**src/rtl/fetch_pkg.sv**
```systemverilog
// fetch_pkg: shared types and constants for the prefetching fetch stage.
package fetch_pkg;
    localparam int XLEN = 32;
    localparam int ILEN_BYTES = 4;
    localparam logic [XLEN-1:0] DEFAULT_RESET_PC = 32'h0000_0000;

    typedef struct packed {
        logic [XLEN-1:0] pc;
        logic [XLEN-1:0] instr;
    } fetch_entry_t;
endpackage

```
**src/rtl/fetch_queue.sv**
```systemverilog
// fetch_queue: circular FIFO of fetch entries; flush beats push and pop.
module fetch_queue import fetch_pkg::*; #(
    parameter int DEPTH = 4
) (
    input  logic                     clk_i,
    input  logic                     reset_i,
    input  logic                     push_i,
    input  logic                     pop_i,
    input  logic                     flush_i,
    input  fetch_entry_t             push_data_i,
    output fetch_entry_t             head_o,
    output logic [$clog2(DEPTH):0]   count_o,
    output logic                     empty_o,
    output logic                     full_o
);
    localparam int PTR_W = $clog2(DEPTH);

    fetch_entry_t     mem_q [DEPTH];
    logic [PTR_W-1:0] rd_ptr_q, rd_ptr_d, wr_ptr_q, wr_ptr_d;
    logic [PTR_W:0]   count_q, count_d;

    always_comb begin
        rd_ptr_d = flush_i ? '0 : pop_i  ? rd_ptr_q + PTR_W'(1) : rd_ptr_q;
        wr_ptr_d = flush_i ? '0 : push_i ? wr_ptr_q + PTR_W'(1) : wr_ptr_q;
        count_d  = flush_i ? '0 : count_q + (PTR_W+1)'(push_i) - (PTR_W+1)'(pop_i);
    end

    always_ff @(posedge clk_i or negedge reset_i) begin
        if (!reset_i) begin
            rd_ptr_q <= '0;
            wr_ptr_q <= '0;
            count_q  <= '0;
        end else begin
            rd_ptr_q <= rd_ptr_d;
            wr_ptr_q <= wr_ptr_d;
            count_q  <= count_d;
        end
    end

    always_ff @(posedge clk_i) begin
        if (push_i && !flush_i) mem_q[wr_ptr_q] <= push_data_i;
    end

    assign head_o  = mem_q[rd_ptr_q];
    assign count_o = count_q;
    assign empty_o = (count_q == '0);
    assign full_o  = (count_q == (PTR_W+1)'(DEPTH));
endmodule

```
**src/rtl/fetch_stage_pfb.sv**
```systemverilog
// fetch_stage_pfb: credit-based prefetching fetch stage with redirect flush.
// Define FETCH_PERF_EN to add saturating empty-cycle and flush counters.
module fetch_stage_pfb import fetch_pkg::*; #(
    parameter int          DEPTH    = 4,
    parameter logic [31:0] RESET_PC = DEFAULT_RESET_PC
) (
    input  logic        clk_i,
    input  logic        reset_i,
    input  logic [31:0] irdata_i,
    output logic [31:0] iaddr_o,
    output logic        ird_o,
    input  logic        branch_taken_i,
    input  logic [31:0] jump_addr_i,
    input  logic        ex_stall_i,
`ifdef FETCH_PERF_EN
    output logic [31:0] perf_empty_cnt_o,
    output logic [31:0] perf_flush_cnt_o,
`endif
    output logic        if_valid_o,
    output logic [31:0] if_instr_o,
    output logic [31:0] if_pc_o,
    output logic [31:0] if_next_pc_o
);
    localparam int PTR_W = $clog2(DEPTH);

    fetch_entry_t   head, resp_entry, entry;
    logic [PTR_W:0] count;
    logic           empty, full, resp, push, pop, q_pop;
    logic [31:0]    fetch_pc_q, fetch_pc_d, req_pc_q, req_pc_d;
    logic           inflight_q, inflight_d, drop_q, drop_d;
    logic           unused_jump_lsb;

    assign unused_jump_lsb = ^jump_addr_i[1:0];

    // An arriving response bypasses an empty queue so the head is valid on the data cycle.
    always_comb begin
        resp         = reset_i & inflight_q & ~drop_q;
        resp_entry   = {req_pc_q, irdata_i};
        ird_o        = reset_i & ~branch_taken_i & ~full &
                       ((32'(count) + 32'(inflight_q)) < 32'(DEPTH));
        if_valid_o   = ~empty | resp;
        entry        = empty ? resp_entry : head;
        pop          = if_valid_o & ~ex_stall_i & ~branch_taken_i;
        q_pop        = pop & ~empty;
        push         = resp & ~(empty & pop);
        if_pc_o      = if_valid_o ? entry.pc : '0;
        if_instr_o   = if_valid_o ? entry.instr : '0;
        if_next_pc_o = if_valid_o ? entry.pc + 32'(ILEN_BYTES) : '0;
        fetch_pc_d   = branch_taken_i ? {jump_addr_i[31:2], 2'b00} :
                       ird_o ? fetch_pc_q + 32'(ILEN_BYTES) : fetch_pc_q;
        req_pc_d     = ird_o ? fetch_pc_q : req_pc_q;
        inflight_d   = ird_o;
        drop_d       = branch_taken_i & inflight_q;
    end

    always_ff @(posedge clk_i or negedge reset_i) begin
        if (!reset_i) begin
            fetch_pc_q <= RESET_PC;
            req_pc_q   <= '0;
            inflight_q <= 1'b0;
            drop_q     <= 1'b0;
        end else begin
            fetch_pc_q <= fetch_pc_d;
            req_pc_q   <= req_pc_d;
            inflight_q <= inflight_d;
            drop_q     <= drop_d;
        end
    end

    assign iaddr_o = fetch_pc_q;

    fetch_queue #(.DEPTH(DEPTH)) u_queue (
        .clk_i       (clk_i),
        .reset_i     (reset_i),
        .push_i      (push),
        .pop_i       (q_pop),
        .flush_i     (branch_taken_i),
        .push_data_i (resp_entry),
        .head_o      (head),
        .count_o     (count),
        .empty_o     (empty),
        .full_o      (full)
    );

`ifdef FETCH_PERF_EN
    logic [31:0] perf_empty_cnt_q, perf_empty_cnt_d, perf_flush_cnt_q, perf_flush_cnt_d;

    always_comb begin
        perf_empty_cnt_d = (~if_valid_o & ~ex_stall_i & (perf_empty_cnt_q != '1)) ?
                           perf_empty_cnt_q + 32'd1 : perf_empty_cnt_q;
        perf_flush_cnt_d = (branch_taken_i & (perf_flush_cnt_q != '1)) ?
                           perf_flush_cnt_q + 32'd1 : perf_flush_cnt_q;
    end

    always_ff @(posedge clk_i or negedge reset_i) begin
        if (!reset_i) begin
            perf_empty_cnt_q <= '0;
            perf_flush_cnt_q <= '0;
        end else begin
            perf_empty_cnt_q <= perf_empty_cnt_d;
            perf_flush_cnt_q <= perf_flush_cnt_d;
        end
    end

    assign perf_empty_cnt_o = perf_empty_cnt_q;
    assign perf_flush_cnt_o = perf_flush_cnt_q;
`endif
endmodule
```
**config.mk**
```make
export PLATFORM = sky130hd
export DESIGN_NAME = fetch_stage_pfb
export DESIGN_NICKNAME = d
export VERILOG_FILES = /design/src/rtl/fetch_pkg.sv /design/src/rtl/fetch_queue.sv /design/src/rtl/fetch_stage_pfb.sv
export SDC_FILE = /design/constraint.sdc
export NUM_CORES = 1
export LEC_CHECK = 0
export ABC_AREA = 0
export BUFFER_PORTS_ARGS = -buffer_cell sky130_fd_sc_hd__buf_4
export CAP_MARGIN = 20
export CORE_MARGIN = 10
export CORE_UTILIZATION = 35
export DETAILED_ROUTE_END_ITERATION = 16
export PLACE_DENSITY_LB_ADDON = 0.2
export SETUP_SLACK_MARGIN = 0.05
export SLEW_MARGIN = 0
export SYNTH_ARGS = -nofsm -noshare
export SYNTH_HDL_FRONTEND = slang
export SYNTH_SLANG_ARGS = --single-unit
```
**constraint.sdc**
```tcl
create_clock -name clk_i -period 3.35 [get_ports clk_i]
set_clock_uncertainty 0.2 [all_clocks]
set_input_delay 0 -clock clk_i [delete_from_list [all_inputs] [get_ports clk_i]]
set_output_delay 0 -clock clk_i [all_outputs]
set_load 0.03 [all_outputs]
```
==> flow_summary.json <==
{
  "slew_headroom_pct": 55.9,
  "fin_ws_ps": -4.35,
  "use_met3_pct": 3.65,
  "r2r-end": "iaddr_o[26]",
  "yosys-top-cells-area": "edfxtp_1 (53%), dfrtp_1 (12%), mux4_2 (9.1%)",
  "use_met1_pct": 19.8,
  "synth-xor-area-share_pct": 2.55,
  "grt_first_pass_wirelength_microns": 57200,
  "fin_nets": 1350,
  "layout-drive-gt1-share_pct": 37.6,
  "clock_latency_ps": 520,
  "vias_per_cell": 5.01,
  "grt_util_all_layers_pct": 15.1,
  "cts_buffers": 37,
  "pin_count": 198,
  "synthTopCellsByCount": "edfxtp_1 (248), dfrtp_1 (69), nand2_1 (69)",
  "hold_class": "in -> reg",
  "start_kind": "flip-flop",
  "drt_iter0_drc": 495,
  "drc_errors": 0,
  "ir_worst_vdd_uv": 489,
  "syn_area_sq_um": 14100,
  "gp_congestion": 0.797,
  "worst_pin_slew_ps": 644,
  "status": "finished, violations left",
  "rsz0062_at_grt": "yes",
  "initial_utilization_pct": 35.4,
  "synthSimpleGateAreaFrac_pct": 8.57,
  "ys_types": 58,
  "synth_compound_area_share_pct": 5.33,
  "fmax_mhz": 298,
  "htreeDepth": 2,
  "ff2ff_path_depth": 10,
  "synth_mux_area_share_pct": 14.7,
  "diodes": 0,
  "crit_required_ps": 3150,
  "holdPathEnd": "iaddr_o[2]",
  "critPathKind": "reg -> out",
  "synthCells": 905,
  "drt-wirelength-per-cell_microns": 20.2,
  "multi_input_area_sq_um": 4890,
  "yosysMostFrequentCell": "edfxtp_1",
  "yosys_warnings": 0,
  "area_growth_pct": 37.7,
  "die_area_sq_um": 48700,
  "ys_seq_elements": 317,
  "min_period_ps": 3350,
  "worst-path-max-fanout": 8,
  "yosys.area_share.adder_pct": 0.941,
  "cts_tree": "done",
  "ys_seq_area_share_pct": 65.1,
  "finalHoldViolCount": 0,
  "synth_ff_type": "edfxtp_1",
  "antenna_found_initial": 1,
  "holdWs_ps": 28.6,
  "rr_startpoint": "u_queue.count_o[1]",
  "clk_pin_slew_ps": 60,
  "rows": 73,
  "vias": 9147,
  "die_w_microns": 221,
  "grt_use_met2_pct": 24.7,
  "synth-async-reset-ratio_pct": 21.8,
  "min_path_cells": 4,
  "grt_pass1_vias": 9646,
  "postRouteAntennaNets": 0,
  "wirelength_microns": 36800,
  "die_h_microns": 221,
  "dr.pass1.iters": 4,
  "yosys.area.top_type": "edfxtp_1",
  "max_cap_viol_count": 0,
  "leakage_nw": 7.09,
  "finalSetupViolations": 1,
  "hold_start": "jump_addr_i[2]",
  "clock-sinks": 317,
  "clockBufferDepth": 3,
  "post-dp-hpwl_microns": 24400,
  "io_buffers": 189,
  "nFillCells": 3503,
  "regArea_sq_um": 9180,
  "reg2reg_setup_slack_ps": 280,
  "fin_crit_sh_pct": 100,
  "grt_max_degree": 50,
  "grt_overflow_total": 0,
  "synth_top_family_by_area": "multiplexers",
  "power.density_nw_per_um2": 796,
  "violations": "negative setup slack",
  "arrival_ps": 3150,
  "cp-end-kind": "primary output",
  "busiest_layer": "met2",
  "avgSynthCellArea_sq_um": 15.6,
  "dp_slack_ps": 251,
  "cts_root_buf": "clkbuf_16",
  "synth_top_area_share_pct": 52.8,
  "final_max_slew_viol_count": 0,
  "synth_enable_flop_cells": 248,
  "fp.coreArea_sq_um": 39800
}
==> cell type report <==
cell class / instances / share of cell area [%]
sequential: 317 / 47.3
tap: 525 / 3.38
clock inverter: 19 / 0.851
clock buffer: 48 / 5.20
timing repair buffer: 378 / 17.7
inverter: 19 / 0.367
multi-input combinational: 519 / 25.2
==> registers in the layout (all words and copies together) (netlist names) <==
register,flops
u_queue.wr_ptr_q,2
u_queue.mem_q,248
inflight_q,1
u_queue.rd_ptr_q,2
req_pc_q,30
u_queue.count_o,3
drop_q,1
iaddr_o,30
==> where the power goes <==
| group | total, mW | switching [mW] | internal (mW) |
|---|---|---|---|
| Clock | 3.88 | 1.52 | 2.35 |
| Combinational | 6.46 | 3.70 | 2.75 |
| Sequential | 5.12 | 0.456 | 4.66 |
==> through the flow <==
stage | setup TNS, ps | instances | cell area, sq um | power [mW] | utilization (%)
after floorplan | 0 | 910 | 14200 | 8.89 | -
after global placement | 0 | 1620 | 16500 | 11.0 | 41.4
after detailed placement | 0 | 1620 | 16500 | 11.0 | 41.4
after CTS | -39.2 | 1815 | 19200 | 15.5 | 48.1
after global routing | -987 | 1825 | 19400 | 16.3 | 48.8
final | -4.35 | 1825 | 19400 | 15.4 | 48.8
==> per-layer routing <==
metal | vias up | wire, microns
li1 | 4233 | -
met1 | 4643 | 16100
met2 | 224 | 18000
met3 | 45 | 2270
met4 | 2 | 528
met5 | - | 13
==> cell families (layout without fill, tap and decap cells) <==
group,Yosys count,after routing
buffers and inverters,75,464
other,1,6
AND/OR/NAND/NOR,239,239
adder cells (fa/ha/maj),10,10
XOR/XNOR,41,41
AO/OA/AOI/OAI,101,102
multiplexers,121,121
flip-flops,317,317
==> how the worst max path moves through the flow <==
stage                            end  slack (ps)                 from  depth (start not counted)
global placement    if_next_pc_o[30]         250  u_queue.rd_ptr_q[0]                         10
CTS                 if_next_pc_o[28]         -30  u_queue.rd_ptr_q[0]                          9
global route        if_next_pc_o[28]        -120  u_queue.rd_ptr_q[0]                         11
detailed placement  if_next_pc_o[15]         250  u_queue.rd_ptr_q[0]                          9
finish              if_next_pc_o[30]          -4  u_queue.rd_ptr_q[0]                          8
floorplan           if_next_pc_o[16]          70   u_queue.count_o[1]                         15
==> worst max-delay path, stage by stage, from the launching register on <==
cell and delay (ps):
dfrtp_4 570, buf_12 180, mux4_2 390, nand4_4 120, a21oi_4 240, nand4_4 260, nor4_2 330, mux2_2 380
buf_6 140
==> what timing repair did <==
action                                  CTS  global route
pin swaps                                22            15
hold endpoints to repair                234             0
gates resized for setup                  55            28
hold buffers                            103             0
gates cloned                              1             1
endpoints found under the setup margin   22            29
setup buffers                            24             8
==> layout by cell type, fill, tap and decap left out, types with 7 or more instances in the layout <==
master         Yosys  final
buf_4             10    235
inv_1             19     17
nand2_1           69     65
mux4_2            57     59
mux2_2            30     31
clkbuf_16          0     40
nand3_1           14     12
dfrtp_1           69     67
nor4_1            13      7
buf_12             1     19
dlygate4sd3_1      0    103
clkbuf_1          18      9
xor2_1            10     10
mux2i_1           22     19
clkinv_1           0      9
nor4_2             3      7
xnor2_1           31     31
nand4_1           19     19
nor3_1            30     18
buf_6              6     16
ha_1               9      9
a22o_1            32     32
edfxtp_1         248    248
nor3_2             0     11
o21ai_0           35     33
and2_1            12      8
nor2_1            58     52
No activity file was read; power rests on OpenSTA's default activity.
